## src/rtl/clk_div_pkg.sv

```systemverilog
// Shared constants and helpers for the multi-channel clock divider.
// Optional 50% duty feature is selected with macro CLKDIV_DUTY50_EN.
package clk_div_pkg;

  // Ratios below this value bypass the divider and pass the reference clock
  localparam int BYPASS_THRESH = 2;

  // LSB position of channel ch inside a packed NCH*W ratio bus
  function automatic int ratio_lsb(input int ch, input int w);
    return ch * w;
  endfunction

endpackage

```

## src/rtl/clk_div_multi_if.sv

```systemverilog
// Per-channel divider bundle: enable/ratio request in, divided clock and status out.
// Shared by all builds, with or without CLKDIV_DUTY50_EN.
interface clk_div_multi_if #(
  parameter int W = 8
);
  logic         clk_en;
  logic [W-1:0] div_ratio;
  logic         div_clk;
  logic         period_start;
  logic [W-1:0] ratio_active;

  modport master (
    output clk_en, div_ratio,
    input  div_clk, period_start, ratio_active
  );

  modport slave (
    input  clk_en, div_ratio,
    output div_clk, period_start, ratio_active
  );
endinterface

```

## src/rtl/clk_div_chan.sv

```systemverilog
// One divider channel: counter, registered divided clock, ratio shadow and bypass mux.
// Defining CLKDIV_DUTY50_EN adds a falling-edge flop that stretches odd ratios to 50% duty.
module clk_div_chan
  import clk_div_pkg::*;
#(
  parameter int W = 8
) (
  input  logic           i_ref_clk,
  input  logic           i_rst_n,
  clk_div_multi_if.slave ch
);

  localparam logic [W-1:0] THRESH = W'(BYPASS_THRESH);
  localparam logic [W-1:0] ONE    = W'(1);

  logic [W-1:0] cnt_q, cnt_d;
  logic [W-1:0] ratio_q, ratio_d;
  logic         div_q, div_d;
  logic         en_q;
  logic         bypass;
  logic         terminal;
  logic         div_shaped;

  // en_q keeps the channel bypassed until a load edge has seen the enable high,
  // so a rising enable always starts a clean period at cnt=0 with the output high.
  assign bypass   = !ch.clk_en || !en_q || (ratio_q < THRESH);
  assign terminal = (cnt_q == (ratio_q - ONE));

  always_comb begin
    ratio_d = ratio_q;
    cnt_d   = '0;
    if (bypass || terminal) begin
      ratio_d = ch.div_ratio;
    end else begin
      cnt_d = cnt_q + ONE;
    end
    div_d = ch.clk_en && (cnt_d < (ratio_d >> 1));
  end

  always_ff @(posedge i_ref_clk or negedge i_rst_n) begin
    if (!i_rst_n) begin
      cnt_q   <= '0;
      ratio_q <= '0;
      div_q   <= 1'b0;
      en_q    <= 1'b0;
    end else begin
      cnt_q   <= cnt_d;
      ratio_q <= ratio_d;
      div_q   <= div_d;
      en_q    <= ch.clk_en;
    end
  end

`ifdef CLKDIV_DUTY50_EN
  logic div_fall_q;

  always_ff @(negedge i_ref_clk or negedge i_rst_n) begin
    if (!i_rst_n) begin
      div_fall_q <= 1'b0;
    end else begin
      div_fall_q <= div_q;
    end
  end

  // Half-cycle extension only for odd ratios; even ratios are already symmetric
  assign div_shaped = div_q | (ratio_q[0] & div_fall_q);
`else
  assign div_shaped = div_q;
`endif

  assign ch.div_clk      = bypass ? i_ref_clk : div_shaped;
  assign ch.period_start = !bypass && (cnt_q == '0);
  assign ch.ratio_active = ratio_q;

endmodule

```

## src/rtl/clk_div_multi.sv

```systemverilog
// NCH independent programmable clock dividers sharing one reference clock.
// Build option CLKDIV_DUTY50_EN gives 50% duty on odd ratios (see clk_div_chan).
module clk_div_multi
  import clk_div_pkg::*;
#(
  parameter int NCH = 4,
  parameter int W   = 8
) (
  input  logic             i_ref_clk,
  input  logic             i_rst_n,
  input  logic [NCH-1:0]   i_clk_en,
  input  logic [NCH*W-1:0] i_div_ratio,
  output logic [NCH-1:0]   o_div_clk,
  output logic [NCH-1:0]   o_period_start,
  output logic [NCH*W-1:0] o_ratio_active
);

  for (genvar gi = 0; gi < NCH; gi++) begin : g_chan
    clk_div_multi_if #(.W(W)) ch_if ();

    assign ch_if.clk_en    = i_clk_en[gi];
    assign ch_if.div_ratio = i_div_ratio[ratio_lsb(gi, W) +: W];

    assign o_div_clk[gi]                         = ch_if.div_clk;
    assign o_period_start[gi]                    = ch_if.period_start;
    assign o_ratio_active[ratio_lsb(gi, W) +: W] = ch_if.ratio_active;

    clk_div_chan #(.W(W)) u_chan (
      .i_ref_clk (i_ref_clk),
      .i_rst_n   (i_rst_n),
      .ch        (ch_if)
    );
  end

endmodule
```

## config.mk

```make
export PLATFORM = sky130hd
export DESIGN_NAME = clk_div_multi
export DESIGN_NICKNAME = d
export VERILOG_FILES = /design/src/rtl/clk_div_pkg.sv /design/src/rtl/clk_div_multi_if.sv /design/src/rtl/clk_div_chan.sv /design/src/rtl/clk_div_multi.sv
export SDC_FILE = /design/constraint.sdc
export NUM_CORES = 1
export LEC_CHECK = 0
export BUFFER_PORTS_ARGS = -buffer_cell sky130_fd_sc_hd__buf_2
export CORE_ASPECT_RATIO = 1.1
export CORE_UTILIZATION = 35
export DETAILED_ROUTE_END_ITERATION = 10
export PLACE_DENSITY_LB_ADDON = 0.25
export SLEW_MARGIN = 15
export SYNTH_ARGS = -nofsm -noshare
export SYNTH_HDL_FRONTEND = slang
export SYNTH_SLANG_ARGS = --single-unit
```

## constraint.sdc

```tcl
create_clock -name i_ref_clk -period 7.3 [get_ports i_ref_clk]
set_clock_uncertainty 0.05 [all_clocks]
set_input_delay 0.365 -clock i_ref_clk [delete_from_list [all_inputs] [get_ports i_ref_clk]]
set_output_delay 0.365 -clock i_ref_clk [all_outputs]
set_load 0.03 [all_outputs]
```

==> results of run 1 <==
==> registers in the layout, indices dropped and copies added, names as in the netlist <==
signal / flops
g_chan.u_chan.en_q: 4
g_chan.u_chan.div_q: 4
g_chan.u_chan.cnt_q: 32
g_chan.u_chan.ch.ratio_active: 32
==> power by group through the flow <==
stage                     registers [uW]  clock network, uW  logic, uW
final                                452                686        201
after global routing                 456                730        224
after CTS                            452                709        204
after detailed placement             459               70.1        201
after global placement               457               70.1        199
after floorplan                      481               81.5        113
==> area by class of cell <==
| class | count | area, um^2 | area share |
|---|---|---|---|
| Tap cell | 188 | 235 | 0.0397 |
| Inverter | 41 | 154 | 0.0260 |
| Timing Repair Buffer | 79 | 423 | 0.0714 |
| Sequential cell | 72 | 1800 | 0.304 |
| Multi-Input combinational cell | 378 | 2860 | 0.483 |
| Clock buffer | 19 | 373 | 0.0629 |
| Clock inverter | 5 | 78.8 | 0.0133 |
==> routing by layer <==
metal / global-route usage / vias to the layer above
met5: 0 / -
met4: 0.0940 / 0
met3: 0.0449 / 23
met2: 0.271 / 100
met1: 0.224 / 1934
li1: - / 1957
==> logic make-up (layout without fill, tap and decap cells) <==
kind of cell | after synthesis | in the layout
buffers and inverters | 61 | 144
adder cells (fa/ha/maj) | 36 | 36
AO/OA/AOI/OAI | 74 | 74
AND/OR/NAND/NOR | 163 | 163
flip-flops | 72 | 72
multiplexers | 43 | 43
XOR/XNOR | 62 | 62
==> per-stage QoR <==
stage	area, um^2	total power, uW
floorplan	4930	675
global placement	5450	726
detailed placement	5450	731
CTS	5920	1370
global route	5920	1410
finish	5920	1340
==> cell usage in the layout (no fill, tap or decap), types with 3 or more instances in the layout <==
| cell | n |
|---|---|
| a21oi_1 | 19 |
| nor4_1 | 4 |
| ha_1 | 36 |
| nor4b_1 | 7 |
| buf_2 | 76 |
| o31ai_1 | 5 |
| a21o_1 | 3 |
| or2_2 | 4 |
| o21bai_1 | 3 |
| nand2_1 | 22 |
| o2111ai_1 | 3 |
| xnor2_1 | 37 |
| o211a_1 | 3 |
| mux2i_1 | 20 |
| buf_4 | 3 |
| nor2_1 | 36 |
| mux2_2 | 21 |
| and3_1 | 18 |
| dfrtp_1 | 72 |
| inv_1 | 39 |
| nor2b_1 | 7 |
| nor3_1 | 17 |
| and2_1 | 8 |
| nand3_1 | 15 |
| nand2b_1 | 5 |
| nand3b_1 | 4 |
| dlygate4sd3_1 | 4 |
| xor2_1 | 25 |
| a31oi_1 | 7 |
| clkbuf_16 | 13 |
| nand4_1 | 6 |
| o21ai_0 | 16 |
==> worst register-to-register path, cell delays in order (launching register included) <==
cell	delay, ps
dfrtp_1	430
inv_1	100
ha_1	240
nor4bb_1	240
nor2_1	60
a2111oi_0	580
a31o_1	780
mux2_4	300
inv_2	30
ha_1	200
or4_1	530
a31oi_1	190
o21ai_1	100
a21oi_1	180
==> worst max-delay path by stage <==
stage	endpoint	slack, ps	cells past startpoint
3_5_place_dp	o_div_clk[3]	2830	2
5_1_grt	o_div_clk[3]	2510	4
3_3_place_gp	o_div_clk[3]	2830	2
6_report	o_div_clk[1]	2530	4
2_1_floorplan	o_div_clk[2]	2830	2
4_1_cts	o_div_clk[1]	2500	4
==> flow_metrics.tcl, run 1 <==
set metrics [dict create \
    p_sw_frac 0.301 \
    p_switching_uw 403 \
    met3_length_um 562 \
    async_flop_share 1.00 \
    synthCells 511 \
    synth_simple_gate_area_frac 0.180 \
    vias 4014 \
    drc 2 \
    place_congestion 0.828 \
    crit_start "i_ref_clk" \
    worst_slew_pin_slew_ps 955 \
    crit_buf_inv 3 \
    worstReg2RegEnd "g_chan[3].u_chan.div_q" \
    dp.cells 758 \
    drive_gt1_frac 0.231 \
    synth-compound-area-share 0.102 \
    internal_power_uw 936 \
    grt_pass1_vias 4174 \
    outcome "finished, violations left" \
    synth_area_um2 4930 \
    arrival_ps 4360 \
    synth_xor_area_frac 0.110 \
    ff2ff_setup_slack_ps 3210 \
    required_ps 6880 \
    critPathSlowestCell "mux2_2" \
    drv_slew 0 \
    grt_usage 0.176 \
    clkPwrFrac 0.512 \
    drt_iter0_drc 224 \
    startpoint_type "clock port" \
    synth_fp_nets 585 \
    path_class "clock port to primary output" \
    routed_wl_mm 11.6 \
    grt.overflow.total 0 \
    crit_family "buffers and inverters" \
    synthTopCellsByCount "72 x dfrtp_1, 39 x inv_1, 37 x xnor2_1" \
    yosysMostFrequentCell "dfrtp_1" \
    dp_hpwl_mm 8.65 \
    nets 663 \
    ff2ff_path_depth 13 \
    syn_area_per_cell_um2 9.66 \
    syn2layout_area_growth_pct 20.1 \
    postLayoutCoreUtil 0.429 \
    rsz0062_at_grt "false" \
    ys_types 54 \
    avgRoutedWirePerCell_um 14.9 \
    cpMostUsedCell "clkbuf_16" \
    setup_viol 0 \
    ctsResizeCount 0 \
    cts_tree "done" \
    leakage_uw 0.00283 \
    drv_cap 0 \
    dp_worst_setup_slack_ps 2830 \
    core_um2 13800 \
    synth_edf_count 0 \
    yosys_warnings 0 \
    violations "DRC" \
    numPortBuffers 77 \
    synth_fa_ha_area_frac 0.0913 \
    max_stage_delay_ps 250 \
    grt_start_max_net_pins 73 \
    finalHoldViolations 0 \
    whs_ps 5.60 \
    ant_nets 0 \
    post_cts_buffers 0 \
    hold_path_class "primary input to asynchronous set/reset pin" \
    max_slew_margin 0.363 \
    cp_max_fo 2 \
    synth.area.mux_share 0.0946 \
    die_w_um 115 \
    worst_slack_ps 2530 \
    diodes 0 \
    instances_no_fill 782 \
    yosys.area.top_type "dfrtp_1" \
    synth_area_leaders "dfrtp_1 37%, ha_1 9.1%, xnor2_1 6.6%" \
    ys_ff_latch 72 \
    clk_pin_slew_ps 60 \
    worstPathCellList "clkbuf_16 > clkbuf_16 > mux2_2 > buf_2" \
    initial_utilization 0.358 \
    clk_latency_ps 450 \
    highest_layer "met4" \
    p_per_area_nw_per_um2 226 \
    grt_pass1_wl_mm 19.9 \
    fin_setup_tns_ps 0 \
    crit_path_end_kind "primary output" \
    dieArea_um2 14600 \
    rows 45 \
    vdd_drop_max_mv 0.0818 \
    wl_met2_mm 5.62 \
    power_frac_comb 0.150 \
    timing.rr.start "g_chan[3].u_chan.ch.ratio_active[0]" \
    fill_cells 1367 \
    via_per_inst 5.13 \
    ys.flop_type "dfrtp_1" \
    synth_top_family_by_area "simple AND/OR/NAND/NOR gates" \
    die_y_um 127 \
    ios 78 \
    wl_met1_mm 5.13 \
    ys_seq_area_frac 0.365 \
    synth_top_area_share 0.365 \
    power.share.sequential 0.337 \
    drt_pass1_iterations 7 \
    postCtsHoldBufs 4 \
    antenna_found_initial 0 \
]
Note: power is estimated with default switching activity, not from simulation.
==> inputs of run 2 (changes only) <==
ABC_AREA = 1   (was default)
clock period = 4.2 ns   (was 7.3 ns; I/O delays follow)
==> flow_metrics.tcl, run 2 <==
set metrics [dict create \
    crit_family "buffers and inverters" \
    worstPathCellList "clkbuf_16 > clkbuf_16 > inv_1 > o21ai_0 > buf_2" \
    path_class "clock port to primary output" \
    core_um2 14000 \
    clk_latency_ps 340 \
    setup_viol 0 \
    rows 45 \
    ys_types 33 \
    p_per_area_nw_per_um2 342 \
    diodes 0 \
    required_ps 3940 \
    total_power_uw 2040 \
    drv_slew 0 \
    initial_utilization 0.364 \
    cpMostUsedCell "clkbuf_16" \
    grt_start_max_net_pins 73 \
    whs_ps -51.5 \
    crit_path_end_kind "primary output" \
    postCtsHoldBufs 4 \
    numPortBuffers 77 \
    vias 4431 \
    ys_seq_area_frac 0.355 \
    cp_max_fo 9 \
    ios 78 \
    hold_path_class "primary input to asynchronous set/reset pin" \
    cts_tree "done" \
    grt_pass1_wl_mm 19.3 \
    die_w_um 117 \
    grt_pass1_vias 4179 \
    leakage_uw 0.00326 \
    post_cts_buffers 0 \
    rsz0062_at_grt "false" \
    grt.overflow.total 0 \
    synth_area_leaders "dfrtp_1 35%, nand2_1 11%, ha_1 8.9%" \
    critPathSlowestCell "buf_2" \
    yosys_warnings 0 \
    antenna_found_initial 0 \
    synth_area_um2 5080 \
    place_congestion 0.850 \
    ctsResizeCount 0 \
    synth_top_area_share 0.355 \
    die_y_um 128 \
    postLayoutCoreUtil 0.427 \
    synth_fp_nets 771 \
    avgRoutedWirePerCell_um 11.7 \
    syn2layout_area_growth_pct 17.3 \
    root_buffer "clkbuf_16" \
    worst_slack_ps 1150 \
    cts-buffers-inserted 9 \
    outcome "finished, violations left" \
    synthTopCellsByCount "155 x nand2_1, 117 x inv_1, 72 x dfrtp_1" \
    finalHoldViolations 40 \
    dieArea_um2 15000 \
    clk_pin_slew_ps 60 \
    drt_iter0_drc 183 \
    dp_worst_setup_slack_ps 1260 \
    max_stage_delay_ps 210 \
    ys.flop_type "dfrtp_1" \
    fin_setup_tns_ps 0 \
    yosys.area.top_type "dfrtp_1" \
    cts-htree-levels 3 \
    yosysMostFrequentCell "nand2_1" \
    ant_nets 0 \
    max_slew_margin 0.374 \
    startpoint_type "clock port" \
    dp_hpwl_mm 9.03 \
    via_per_inst 4.56 \
    violations "hold timing" \
    worst_slew_pin_slew_ps 939 \
    ys_ff_latch 72 \
    async_flop_share 1.00 \
    nets 853 \
    grt_usage 0.165 \
    arrival_ps 2790 \
    drv_cap 0 \
    drive_gt1_frac 0.177 \
    cts_buffer_depth 2 \
    syn_area_per_cell_um2 7.28 \
    vdd_drop_max_mv 0.185 \
    layout_common_cells "155 x nand2_1, 120 x inv_1, 76 x buf_2" \
    synthCells 697 \
    routed_wl_mm 11.4 \
    drc 0 \
    final_common_cell "nand2_1" \
    drt_pass1_iterations 4 \
    synth_edf_count 0 \
    crit_buf_inv 4 \
]
-- run 2: layout make-up --
cell class | instances | area [um^2]
clock buffer | 16 | 277
clock inverter | 8 | 62.6
fill | 1523 | 8010
inverter | 128 | 485
multi-input combinational | 483 | 2690
sequential | 72 | 1800
tap | 188 | 235
timing repair buffer | 77 | 408
-- run 2: power by group --
group | internal (uW) | total, uW | leakage [uW] | switching (uW)
Clock | 520 | 903 | 0.000188 | 382
Combinational | 125 | 362 | 0.00217 | 237
Sequential | 728 | 772 | 0.000905 | 43.8
-- run 2: path summary, 6_finish.rpt --
path                                                     startpoint                                   to  slack (ps)  cells past startpoint
worst max-delay path                                      i_ref_clk                         o_div_clk[1]        1150                      5
worst min-delay path                                        i_rst_n  g_chan[2].u_chan.ch.ratio_active[2]         -50                      1
worst max register to register  g_chan[2].u_chan.ch.ratio_active[0]               g_chan[2].u_chan.div_q        1250                     16
worst min register to register  g_chan[1].u_chan.ch.ratio_active[5]  g_chan[1].u_chan.ch.ratio_active[5]         550                      2
max in group asynchronous                                   i_rst_n  g_chan[1].u_chan.ch.ratio_active[1]        3510                      1
min in group i_ref_clk                               i_div_ratio[8]  g_chan[1].u_chan.ch.ratio_active[0]          30                      3
-- run 2: kinds of logic (layout without fill, tap and decap cells) --
logic type | count (synthesis) | after routing | synth area share
AND/OR/NAND/NOR | 356 | 356 | 0.316
XOR/XNOR | 30 | 30 | 0.0518
adder cells (fa/ha/maj) | 36 | 36 | 0.0887
buffers and inverters | 142 | 229 | 0.116
AO/OA/AOI/OAI | 61 | 61 | 0.0732
flip-flops | 72 | 72 | 0.355
-- run 2: routing by layer --
metal	global-route usage	vias up	part of all wire
met5	0	-	0
met4	0.0812	0	0.023
met3	0.0274	18	0.034
met2	0.266	80	0.46
met1	0.214	1990	0.48
li1	-	2343	-
-- run 2: through the flow --
step | hold slack [ps] | area (um^2) | instances
6_report | -51.5 | 5960 | 972
5_1_grt | 35.3 | 5960 | 972
4_1_cts | 5.64 | 5960 | 972
3_5_place_dp | 301 | 5600 | 949
3_3_place_gp | 299 | 5600 | 949
2_1_floorplan | -136 | 5080 | 697
==> inputs of run 3 (changes only) <==
clock period = 2.45 ns   (was 4.2 ns; I/O delays follow)
==> flow_metrics.tcl, run 3 (synthesis gave the netlist of run 2 again) <==
set metrics [dict create \
    outcome "finished, violations left" \
    violations "setup timing" \
    whs_ps 46.9 \
    rows 45 \
    rsz0062_at_grt "true" \
    clk_latency_ps 340 \
    crit_path_end_kind "flip-flop" \
    drv_slew 0 \
    worst_slew_pin_slew_ps 463 \
    vias 4841 \
    dieArea_um2 15000 \
    path_class "flip-flop to flip-flop" \
    place_congestion 0.910 \
    diodes 0 \
    cts-buffers-inserted 9 \
    setup_viol 1 \
    core_um2 14000 \
    numPortBuffers 77 \
    drt_pass1_iterations 4 \
    cts-htree-levels 3 \
    die_w_um 117 \
    worst_slack_ps -47.6 \
    max_freq_ghz 0.400 \
    hold_path_class "primary input to flip-flop" \
    grt_pass1_vias 4630 \
    p_sw_frac 0.328 \
    layout_common_cells "152 x nand2_1, 110 x inv_1, 76 x buf_2, 76 x buf_4, 66 x nor2_1" \
    ios 78 \
    p_switching_uw 1220 \
    grt.overflow.total 0 \
    via_per_inst 4.55 \
    required_ps 2660 \
    avgRoutedWirePerCell_um 12.1 \
    initial_utilization 0.364 \
    grt_start_max_net_pins 41 \
    power_frac_comb 0.228 \
    cp_max_fo 7 \
    p_per_area_nw_per_um2 535 \
    startpoint_type "flip-flop" \
    drt_iter0_drc 167 \
    internal_power_uw 2500 \
    power.share.sequential 0.354 \
    instances_no_fill 1063 \
    die_y_um 128 \
    cts_buffer_depth 2 \
    fin_crit_ps 2500 \
    finalHoldViolations 0 \
    leakage_uw 0.00371 \
    ant_nets 0 \
    clkPwrFrac 0.418 \
    ff2ff_setup_slack_ps -50 \
    grt_pass1_wl_mm 21.0 \
    root_buffer "clkbuf_16" \
    nets 944 \
    antenna_found_initial 0 \
    drv_cap 0 \
    seq_area_um2 1810 \
    fill_cells 1439 \
    period_share 1.02 \
    syn2layout_area_growth_pct 36.8 \
    final_common_cell "nand2_1" \
    grt_usage 0.181 \
    arrival_ps 2710 \
    dp_worst_setup_slack_ps -132 \
    drive_gt1_frac 0.304 \
    dp.cells 1011 \
    max_slew_margin 0.691 \
    cts_tree "done" \
    dp_hpwl_mm 10.1 \
    routed_wl_mm 12.8 \
    multi_input_area_um2 2890 \
    clk_pin_slew_ps 60 \
    vdd_drop_max_mv 0.356 \
    drc 0 \
]
-- run 3: cell types whose count changed in the layout (fill, tap and decap cells not counted), moves of 6 or more --
cell           previous run  this run
o21ai_2                  14        21
inv_2                    11        17
dlygate4sd3_1             4        14
inv_1                   120       110
dfrtp_1                  72        64
buf_4                     1        76
ha_4                      0         9
ha_1                     36        27
dfrtp_2                   0         8
o21ai_0                  22        12
-- run 3: critical path, stage by stage (launching register included) --
cell and delay, ps:
dfrtp_2 380, inv_4 40, ha_4 260, inv_2 30
nand2_1 50, nand2_1 50, nor2_1 120, nand3_1 80
nor2_1 80, nand2_1 60, nor2_2 90, nand2_2 80
nand2_4 110, inv_6 60, or2_1 210, o21ai_2 70
ha_1 260, nand2_1 60, inv_1 30, nand2_1 50
nand2_1 60, a21oi_1 120
-- run 3: cell type report --
cell class	count	area share
flip-flops and latches	72	0.261
clock inverters	7	0.00433
well taps	188	0.0339
inverters	128	0.0714
repair buffers	168	0.168
multi-input cells	483	0.417
clock buffers	17	0.0451
-- run 3: through the flow --
step                power [uW]   util  setup TNS, ps  instance area, um^2
CTS                       3720  0.481           -167                 6710
floorplan                 2000      -          -24.7                 5130
global placement          2270  0.441           -210                 6150
detailed placement        2280  0.441           -310                 6150
global route              3930  0.497           -758                 6940
finish                    3720  0.497          -47.6                 6940
-- run 3: power by group through the flow --
stage	registers, uW	logic (uW)	clock network (uW)
floorplan	1420	373	206
global placement	1330	769	176
detailed placement	1330	772	176
CTS	1310	813	1600
global route	1320	950	1660
finish	1310	848	1550
-- run 3: final timing paths --
| path | start | end | cells after the start |
|---|---|---|---|
| setup / recovery | g_chan[1].u_chan.ch.ratio_active[0] | g_chan[1].u_chan.div_q | 21 |
| hold / removal | i_div_ratio[31] | g_chan[3].u_chan.ch.ratio_active[7] | 4 |
| setup reg to reg | g_chan[1].u_chan.ch.ratio_active[0] | g_chan[1].u_chan.div_q | 21 |
| hold reg to reg | g_chan[1].u_chan.ch.ratio_active[5] | g_chan[1].u_chan.ch.ratio_active[5] | 2 |
| max in group asynchronous | i_rst_n | g_chan[3].u_chan.ch.ratio_active[1] | 3 |
| min in group asynchronous | i_rst_n | g_chan[2].u_chan.cnt_q[2] | 2 |
-- run 3: timing repair --
action,CTS,global route
hold endpoints to repair,44,1
buffers inserted,10,9
hold buffers,13,1
pin swaps,10,24
setup endpoints to repair,4,4
resized for setup,9,41
gates cloned,0,0
-- run 3: metal layers --
metal,share of wire,vias to the layer above,global-route usage
met2,0.48,87,0.300
met4,0.026,0,0.0894
met3,0.034,22,0.0331
met5,0,-,0
li1,-,2520,-
met1,0.46,2212,0.225
